**config.mk**
```make
export PLATFORM = sky130hd
export DESIGN_NAME = learn_sequencer
export DESIGN_NICKNAME = d
export VERILOG_FILES = /design/src/rtl/learn_sequencer.sv
export SDC_FILE = /design/constraint.sdc
export NUM_CORES = 1
export LEC_CHECK = 0
export ABC_CLOCK_PERIOD_IN_PS = 4100
export CORE_ASPECT_RATIO = 0.5
export CORE_MARGIN = 2
export CORE_UTILIZATION = 52
export DETAILED_ROUTE_END_ITERATION = 8
export PLACE_DENSITY = 0.84
export SYNTH_ARGS = -nofsm -noshare
export SYNTH_HDL_FRONTEND = slang
export SYNTH_SLANG_ARGS = --single-unit
```
**constraint.sdc**
```tcl
create_clock -name clk -period 4.1 [get_ports clk]
set_input_delay 1.025 -clock clk [delete_from_list [all_inputs] [get_ports clk]]
set_output_delay 1.025 -clock clk [all_outputs]
set_load 0.1 [all_outputs]
```
**src/rtl/learn_sequencer.sv**
```systemverilog
// learn_sequencer: guided "play the song" lesson controller.
// Walks a song ROM note by note, shows the expected note as a hint, waits for
// the player's key, gives a timed buzz as feedback and keeps score. A note is
// skipped after RETRY_MAX misses; the lesson ends on the END code (all-ones)
// or after the last addressable note of the song, and a 0..3 grade is shown.
module learn_sequencer #(
    parameter int NOTE_W      = 4,
    parameter int SONG_W      = 3,
    parameter int ADDR_W      = 6,
    parameter int TIMEOUT_CYC = 50_000_000,
    parameter int BUZZ_CYC    = 10_000_000,
    parameter int RETRY_MAX   = 3,
    parameter int SCORE_W     = 8
) (
    input  logic                       clk,
    input  logic                       rst,
    input  logic [SONG_W-1:0]          song_sel,
    input  logic                       start,
    input  logic                       back,
    input  logic                       key_valid,
    input  logic [NOTE_W-1:0]          key_note,
    output logic [SONG_W+ADDR_W-1:0]   rom_addr,
    input  logic [NOTE_W-1:0]          rom_data,
    output logic [NOTE_W-1:0]          hint_note,
    output logic                       hint_valid,
    output logic                       buzz_on,
    output logic [NOTE_W-1:0]          buzz_note,
    output logic                       correct,
    output logic                       wrong,
    output logic [SCORE_W-1:0]         score,
    output logic [SCORE_W-1:0]         miss_total,
    output logic [SCORE_W-1:0]         note_count,
    output logic [1:0]                 grade,
    output logic                       done,
    output logic [2:0]                 state
);

    localparam int TIMER_W = (TIMEOUT_CYC > 1) ? $clog2(TIMEOUT_CYC) : 1;
    localparam int BUZZ_W  = (BUZZ_CYC > 1) ? $clog2(BUZZ_CYC) : 1;

    localparam logic [TIMER_W-1:0] TIMER_LAST = TIMER_W'(TIMEOUT_CYC - 1);
    localparam logic [BUZZ_W-1:0]  BUZZ_LAST  = BUZZ_W'(BUZZ_CYC - 1);
    localparam logic [3:0]         RETRY_LAST = 4'(RETRY_MAX - 1);
    localparam logic [NOTE_W-1:0]  NOTE_END   = {NOTE_W{1'b1}};
    localparam logic [SCORE_W-1:0] SCORE_SAT  = {SCORE_W{1'b1}};
    localparam logic [ADDR_W-1:0]  INDEX_LAST = {ADDR_W{1'b1}};

    typedef enum logic [2:0] {
        S_IDLE     = 3'd0,
        S_FETCH    = 3'd1,
        S_LOAD     = 3'd2,
        S_WAIT_KEY = 3'd3,
        S_FEEDBACK = 3'd4,
        S_DONE     = 3'd5
    } state_t;

    state_t                      state_reg;
    logic [SONG_W-1:0]           song_reg;
    logic [ADDR_W-1:0]           index_reg;
    logic                        at_end_reg;   // index already advanced past the last slot
    logic                        advance_reg;  // the note just judged moves the lesson on
    logic [SONG_W+ADDR_W-1:0]    rom_addr_reg;
    logic [NOTE_W-1:0]           hint_note_reg;
    logic                        hint_valid_reg;
    logic [TIMER_W-1:0]          timer_reg;
    logic [3:0]                  retry_reg;
    logic                        buzz_on_reg;
    logic [NOTE_W-1:0]           buzz_note_reg;
    logic [BUZZ_W-1:0]           buzz_cnt_reg;
    logic                        correct_reg;
    logic                        wrong_reg;
    logic [SCORE_W-1:0]          score_reg;
    logic [SCORE_W-1:0]          miss_reg;
    logic [SCORE_W-1:0]          count_reg;
    logic [1:0]                  grade_reg;
    logic                        done_reg;

    logic                        key_match;
    logic                        timed_out;
    logic                        last_try;
    logic [SCORE_W-1:0]          score_inc;
    logic [SCORE_W-1:0]          miss_inc;
    logic [SCORE_W-1:0]          count_inc;
    logic [1:0]                  grade_calc;

    // Per-cycle judgement of the current note, saturating counter steps and
    // the grade that would be shown if the lesson ended now.
    always_comb begin
        key_match = (key_note == hint_note_reg);
        // A key in the same cycle as the timeout wins: the timeout is dropped.
        timed_out = !key_valid && (timer_reg == TIMER_LAST);
        last_try  = (retry_reg == RETRY_LAST);
        score_inc = (score_reg == SCORE_SAT) ? score_reg : score_reg + SCORE_W'(1);
        miss_inc  = (miss_reg  == SCORE_SAT) ? miss_reg  : miss_reg  + SCORE_W'(1);
        count_inc = (count_reg == SCORE_SAT) ? count_reg : count_reg + SCORE_W'(1);
        if (miss_reg == '0) begin
            grade_calc = 2'd3;
        end else if (miss_reg <= (count_reg >> 2)) begin
            grade_calc = 2'd2;
        end else if (score_reg != '0) begin
            grade_calc = 2'd1;
        end else begin
            grade_calc = 2'd0;
        end
    end

    // Lesson state machine; every output is a register updated here.
    always_ff @(posedge clk or posedge rst) begin
        if (rst) begin
            state_reg      <= S_IDLE;
            song_reg       <= '0;
            index_reg      <= '0;
            at_end_reg     <= 1'b0;
            advance_reg    <= 1'b0;
            rom_addr_reg   <= '0;
            hint_note_reg  <= '0;
            hint_valid_reg <= 1'b0;
            timer_reg      <= '0;
            retry_reg      <= '0;
            buzz_on_reg    <= 1'b0;
            buzz_note_reg  <= '0;
            buzz_cnt_reg   <= '0;
            correct_reg    <= 1'b0;
            wrong_reg      <= 1'b0;
            score_reg      <= '0;
            miss_reg       <= '0;
            count_reg      <= '0;
            grade_reg      <= '0;
            done_reg       <= 1'b0;
        end else begin
            correct_reg <= 1'b0;
            wrong_reg   <= 1'b0;
            if (back) begin
                // Abort: drop the visible indicators, keep the counters for review.
                state_reg      <= S_IDLE;
                buzz_on_reg    <= 1'b0;
                hint_valid_reg <= 1'b0;
                done_reg       <= 1'b0;
            end else begin
                case (state_reg)
                    S_IDLE, S_DONE: begin
                        if (start) begin
                            song_reg     <= song_sel;
                            index_reg    <= '0;
                            at_end_reg   <= 1'b0;
                            advance_reg  <= 1'b0;
                            retry_reg    <= '0;
                            score_reg    <= '0;
                            miss_reg     <= '0;
                            count_reg    <= '0;
                            grade_reg    <= '0;
                            done_reg     <= 1'b0;
                            rom_addr_reg <= {song_sel, {ADDR_W{1'b0}}};
                            state_reg    <= S_FETCH;
                        end
                    end
                    S_FETCH: begin
                        // Address is already on rom_addr; ROM answers next cycle.
                        state_reg <= S_LOAD;
                    end
                    S_LOAD: begin
                        if (rom_data == NOTE_END) begin
                            done_reg  <= 1'b1;
                            grade_reg <= grade_calc;
                            state_reg <= S_DONE;
                        end else begin
                            hint_note_reg  <= rom_data;
                            hint_valid_reg <= 1'b1;
                            timer_reg      <= '0;
                            state_reg      <= S_WAIT_KEY;
                        end
                    end
                    S_WAIT_KEY: begin
                        timer_reg <= timer_reg + TIMER_W'(1);
                        if (key_valid || timed_out) begin
                            hint_valid_reg <= 1'b0;
                            buzz_on_reg    <= 1'b1;
                            buzz_cnt_reg   <= '0;
                            buzz_note_reg  <= key_valid ? key_note : hint_note_reg;
                            state_reg      <= S_FEEDBACK;
                            if (key_valid && key_match) begin
                                correct_reg <= 1'b1;
                                score_reg   <= score_inc;
                                count_reg   <= count_inc;
                                retry_reg   <= '0;
                                advance_reg <= 1'b1;
                                if (index_reg == INDEX_LAST) begin
                                    at_end_reg <= 1'b1;
                                end else begin
                                    index_reg <= index_reg + ADDR_W'(1);
                                end
                            end else begin
                                wrong_reg <= 1'b1;
                                miss_reg  <= miss_inc;
                                if (last_try) begin
                                    // Out of retries: count the note and move on.
                                    count_reg   <= count_inc;
                                    retry_reg   <= '0;
                                    advance_reg <= 1'b1;
                                    if (index_reg == INDEX_LAST) begin
                                        at_end_reg <= 1'b1;
                                    end else begin
                                        index_reg <= index_reg + ADDR_W'(1);
                                    end
                                end else begin
                                    retry_reg   <= retry_reg + 4'd1;
                                    advance_reg <= 1'b0;
                                end
                            end
                        end
                    end
                    S_FEEDBACK: begin
                        if (buzz_cnt_reg == BUZZ_LAST) begin
                            buzz_on_reg <= 1'b0;
                            if (!advance_reg) begin
                                timer_reg      <= '0;
                                hint_valid_reg <= 1'b1;
                                state_reg      <= S_WAIT_KEY;
                            end else if (at_end_reg) begin
                                // Song had no END within its address range.
                                done_reg  <= 1'b1;
                                grade_reg <= grade_calc;
                                state_reg <= S_DONE;
                            end else begin
                                rom_addr_reg <= {song_reg, index_reg};
                                state_reg    <= S_FETCH;
                            end
                        end else begin
                            buzz_cnt_reg <= buzz_cnt_reg + BUZZ_W'(1);
                        end
                    end
                    default: begin
                        state_reg <= S_IDLE;
                    end
                endcase
            end
        end
    end

    assign rom_addr   = rom_addr_reg;
    assign hint_note  = hint_note_reg;
    assign hint_valid = hint_valid_reg;
    assign buzz_on    = buzz_on_reg;
    assign buzz_note  = buzz_note_reg;
    assign correct    = correct_reg;
    assign wrong      = wrong_reg;
    assign score      = score_reg;
    assign miss_total = miss_reg;
    assign note_count = count_reg;
    assign grade      = grade_reg;
    assign done       = done_reg;
    assign state      = state_reg;

endmodule
```
==> results of run 1 <==
cells by family after synthesis:
group	Yosys count	share of synthesized area
compound gates	195	0.184
xor+xnor	26	0.0356
fa+ha+maj	16	0.0313
buf+inv	50	0.0307
flops	116	0.454
mux	23	0.0385
simple gates	281	0.226
area by class of cell:
cell class,instances,area (µm²),share of cell area
repair buffers,78,758,0.0967
flip-flops and latches,116,2900,0.370
clock buffers,20,457,0.0583
inverters,21,81.3,0.0104
well taps,165,206,0.0263
clock inverters,12,131,0.0168
multi-input cells,541,3300,0.421
placed cells by master, fill, tap and decap left out, types with 4 or more instances in the layout:
cell	count
o31ai_1	12
clkinvlp_4	4
mux2i_1	10
or2_2	4
a41oi_1	4
and2_1	6
o21ai_0	86
clkbuf_16	17
buf_4	13
a211oi_1	5
ha_1	16
a31oi_1	16
and4_1	7
o21a_1	7
mux2_2	13
nor2_1	58
nor4_1	6
nand3_1	39
xnor2_1	4
inv_1	20
xor2_1	22
nand2_1	72
nand4_1	25
dfrtp_1	116
clkdlybuf4s50_1	64
nor3_1	17
nand2b_1	5
and3_1	19
a21oi_1	36
how the worst max path moves through the flow:
stage | cells past startpoint | endpoint
2_1_floorplan | 1 | advance_reg
3_3_place_gp | 6 | note_count[6]
3_5_place_dp | 6 | note_count[6]
4_1_cts | 1 | state[1]
5_1_grt | 7 | note_count[7]
6_report | 1 | state[1]
per-stage QoR:
step	setup slack (ns)	instance area (µm²)
floorplan	0.00259	6400
global placement	0.540	7250
detailed placement	0.430	7250
CTS	0.773	7840
global route	0.679	7840
finish	0.754	7840
layer usage:
| metal | global-route usage | vias up | wire length [µm] | share of wire |
|---|---|---|---|---|
| li1 | - | 2740 | - | - |
| met1 | 0.343 | 2936 | 7310 | 0.44 |
| met2 | 0.433 | 260 | 8000 | 0.48 |
| met3 | 0.0559 | 31 | 1080 | 0.065 |
| met4 | 0.0946 | 0 | 275 | 0.017 |
| met5 | 0 | - | 0 | 0 |
power breakdown:
group	switching (µW)	internal, µW
Sequential	172	1280
Clock	541	924
Combinational	1160	437
synth_stat cells (all sizes together), types with 6 or more instances:
master / count
mux2: 13
buf: 7
ha: 16
clkbuf: 22
o21a: 7
xor2: 22
a21oi: 36
nor2: 58
nand2: 72
dfrtp: 116
mux2i: 10
nor4: 8
o31ai: 12
and4: 7
nand4: 25
a31oi: 17
o21ai: 87
inv: 21
and2: 6
and3: 19
nand3: 39
nor3: 18
==> impl_metrics.json, run 1 <==
{
  "status": "finished clean",
  "synth_area_um2": 6400,
  "cp_top_family": "buffers and inverters",
  "synth_cell_types": 63,
  "fillers": 935,
  "avgSynthCellArea_um2": 9.05,
  "cts_resized": 0,
  "cp_slowest_cell": "clkdlybuf4s50_1",
  "grt_overflow_total": 0,
  "cp-start-kind": "flop",
  "fin_util": 0.658,
  "slew_headroom": 0.293,
  "cts_max_path_buffers": 2,
  "hold_class": "reg -> reg",
  "clock_sinks": 116,
  "synth_top_flop_cell": "dfrtp_1",
  "path_cells": "clkdlybuf4s50_1",
  "crit_type": "reg -> out",
  "rsz0062_at_grt": "no",
  "finClkSkew_ns": 0.0118,
  "crit_required_ns": 3.07,
  "dr.pass1.iters": 5,
  "io_buffers": 66,
  "power_uw": 4520,
  "largest_register_ffs": 26,
  "peakVddDrop_mv": 0.370,
  "clock-root-buffer": "clkbuf_16",
  "synth_fp_nets": 739,
  "fp.coreArea_um2": 11900,
  "antenna_left": 0,
  "r2r_cells": 6,
  "clk_pin_slew_worst_paths_ns": 0.06,
  "instances_no_fill": 953,
  "grt_max_degree": 63,
  "ys_ff_latch": 116,
  "die_h_um": 82.4,
  "dp_cells": 921,
  "ios": 67,
  "setup_violations": 0,
  "slowest_delay_ns": 1.24,
  "leakagePower_uw": 0.00332,
  "wl_mm": 16.7,
  "rr_startpoint": "state[2]",
  "yosysSeqAreaShare": 0.454,
  "setup_tns_ns": 0,
  "cts_tree": "built",
  "drt_iter0_markers": 651,
  "vias_per_cell": 6.26,
  "timing.fmax_mhz": 299,
  "hold_path_startpoint": "timer_reg[13]",
  "final_nets": 807,
  "hpwl_mm": 10.9,
  "worstHoldPathCells": 1,
  "initial_core_util": 0.537,
  "async_flop_share": 1.00,
  "num_rows": 28,
  "gp_congestion": 0.892,
  "grt_use_total": 0.260,
  "hold_end": "timer_reg[13]",
  "critPathLaunch": "state[1]",
  "drive_gt1_frac": 0.0888,
  "cp_max_fo": 17,
  "yosys.area.top_type_share": 0.454,
  "p_per_area_nw_per_um2": 576,
  "antenna_found_initial": 0,
  "vias": 5967,
  "fin_crit_ns": 3.35,
  "area_delta_synth_final_pct": 22.5,
  "synth_warnings": 0,
  "rr_endpoint": "timer_reg[9]",
  "cts_buffers": 17,
  "synthCells": 707,
  "diodes": 0,
  "tightest_slew_ns": 1.05,
  "cp.arrival_ns": 2.32,
  "maxCapViolCount": 0,
  "critPathBufInv": 1,
  "hold_viol": 0,
  "maxSlewViolCount": 0,
  "post_cts_buffers": 0,
  "synth_area_leader_cell": "dfrtp_1",
  "die-area_um2": 13300,
  "post_drt_wl_per_cell_um": 17.5,
  "synth_edf_count": 0,
  "holdBufCountCts": 0,
  "die_w_um": 161,
  "h-tree-depth": 4,
  "clk_latency_ns": 0.42,
  "ys_top_cells_by_area": "dfrtp_1 (45%), o21ai_0 (6.7%), nand2_1 (4.2%)",
  "period_share": 0.816,
  "rrSetupSlack_ns": 1.16,
  "hold_ws_ns": 0.477,
  "grt_pass1_wl_mm": 27.4,
  "drc": 0,
  "grt_pass1_vias": 5590,
  "end_kind": "output pin"
}
Power figures use the tool's default switching activity.
==> run 2: changes to the inputs <==
Settings changed: ABC_CLOCK_PERIOD_IN_PS 4100 to 3350, CORE_UTILIZATION 52 to 55, PLACE_DENSITY 0.84 to 0.85.
Clock period 4.1 ns to 3.35 ns, I/O delays scaled along.
==> run 2 against run 1 <==
Net effect: cell count shrank 0.63%; critical endpoint is now buzz_cnt_reg[0]; non-clock buffer count up 14; critical path depth is 5 higher; largest cell class unchanged; first-iteration DRC count down 11%; flip-flop and latch count is the same; largest power group is now clock; combinational power increased by 24%.
==> impl_metrics.json, run 2 (synthesis gave the netlist of run 1 again) <==
{
  "cts_max_path_buffers": 2,
  "p_per_area_nw_per_um2": 743,
  "cts_buffers": 17,
  "grt_use_total": 0.294,
  "end_kind": "flop",
  "rr_startpoint": "timer_reg[9]",
  "hold_class": "reg -> reg",
  "clock-root-buffer": "clkbuf_16",
  "clk_pin_slew_worst_paths_ns": 0.05,
  "hpwl_mm": 11.4,
  "crit_type": "reg -> reg",
  "grt_pass1_wl_mm": 29.0,
  "tightest_slew_ns": 1.12,
  "period_share": 0.881,
  "finClkSkew_ns": 0.0169,
  "final_nets": 821,
  "gp_congestion": 0.910,
  "p_int_uw": 3500,
  "pwr-share-comb": 0.339,
  "vias_per_cell": 6.49,
  "wl_met1_mm": 7.60,
  "area_delta_synth_final_pct": 23.2,
  "die_h_um": 80.3,
  "setup_tns_ns": 0,
  "leakagePower_uw": 0.00351,
  "hold_viol": 0,
  "maxSlewViolCount": 0,
  "grt_max_degree": 36,
  "largest_register_ffs": 26,
  "clkPwrFrac": 0.357,
  "grt_pass1_vias": 5887,
  "critPathLaunch": "timer_reg[9]",
  "status": "finished clean",
  "cts_tree": "built",
  "route.met3.wl_mm": 1.25,
  "final_cell_mix": "dfrtp_1 (116), o21ai_0 (86), buf_4 (75), nand2_1 (72), nor2_1 (58)",
  "drt_iter0_markers": 577,
  "cp.arrival_ns": 3.26,
  "io_buffers": 66,
  "rrSetupSlack_ns": 0.40,
  "grt_overflow_total": 0,
  "dr.pass1.iters": 5,
  "initial_core_util": 0.574,
  "drc": 0,
  "slew_headroom": 0.252,
  "die_w_um": 157,
  "fin_crit_ns": 2.95,
  "hold_path_startpoint": "rom_addr[7]",
  "p_switching_uw": 2360,
  "drive_gt1_frac": 0.165,
  "clk_latency_ns": 0.43,
  "setup_violations": 0,
  "num_rows": 27,
  "crit_end": "buzz_cnt_reg[0]",
  "vias": 6144,
  "holdBufCountCts": 0,
  "sequentialPowerShare": 0.304,
  "layout_commonest_cell": "dfrtp_1",
  "post_cts_buffers": 0,
  "wl_mm": 17.6,
  "clock_sinks": 116,
  "timing.fmax_mhz": 339,
  "cts_resized": 0,
  "dr.max_layer_used": "met4",
  "cp-start-kind": "flop",
  "peakVddDrop_mv": 0.454,
  "rsz0062_at_grt": "no",
  "ios": 67,
  "post_drt_wl_per_cell_um": 18.5,
  "crit_required_ns": 3.66,
  "switching_share": 0.403,
  "cp_max_fo": 15,
  "antenna_found_initial": 0,
  "antenna_left": 0,
  "hold_ws_ns": 0.483,
  "r2r_cells": 6,
  "wl_met2_mm": 8.43,
  "die-area_um2": 12600,
  "fp.coreArea_um2": 11100,
  "diodes": 0,
  "maxCapViolCount": 0,
  "rr_endpoint": "buzz_cnt_reg[0]",
  "h-tree-depth": 4
}
-- run 2: metrics by stage --
| step | setup slack (ns) | cells | total power [µW] | utilization | area [µm²] |
|---|---|---|---|---|---|
| 2_1_floorplan | 0.567 | 707 | 3250 | - | 6400 |
| 3_3_place_gp | 0.310 | 915 | 3700 | 0.648 | 7220 |
| 3_5_place_dp | 0.274 | 915 | 3740 | 0.648 | 7220 |
| 4_1_cts | 0.413 | 947 | 5840 | 0.707 | 7880 |
| 5_1_grt | 0.212 | 947 | 6060 | 0.707 | 7880 |
| 6_report | 0.398 | 947 | 5860 | 0.707 | 7880 |
-- run 2: layer usage --
layer	global-route usage	vias up
met5	0	-
met4	0.0835	0
met2	0.479	287
met3	0.0642	44
li1	-	2777
met1	0.400	3036
-- run 2: critical path: stages (launching register included) --
cell	delay, ns
dfrtp_1	0.41
or4_4	0.56
nor4_4	0.35
a31oi_1	0.18
nor2_1	0.88
nor2_1	0.14
mux2_2	0.31
-- run 2: worst min-delay path by stage --
stage                     to  slack (ns)  depth (start not counted)
6_report         rom_addr[7]        0.48                          2
5_1_grt          rom_addr[2]        0.51                          2
4_1_cts         buzz_note[3]        0.49                          2
3_5_place_dp    buzz_note[3]        0.48                          2
3_3_place_gp   timer_reg[13]        0.47                          1
2_1_floorplan  timer_reg[22]        0.44                          1
-- run 2: power groups by stage --
stage	registers, µW	clock network (µW)	logic [µW]
floorplan	2490	0	758
global placement	1780	0	1920
detailed placement	1790	0	1950
CTS	1770	2090	1980
global route	1800	2150	2100
finish	1780	2090	1990
-- run 2: final cells by class --
| cell class | count | area (µm²) |
|---|---|---|
| Multi-Input combinational cell | 541 | 3300 |
| Inverter | 21 | 82.6 |
| Sequential cell | 116 | 2900 |
| Clock inverter | 13 | 230 |
| Timing Repair Buffer | 92 | 753 |
| Tap cell | 145 | 181 |
| Clock buffer | 19 | 433 |
| Fill cell | 820 | 3260 |
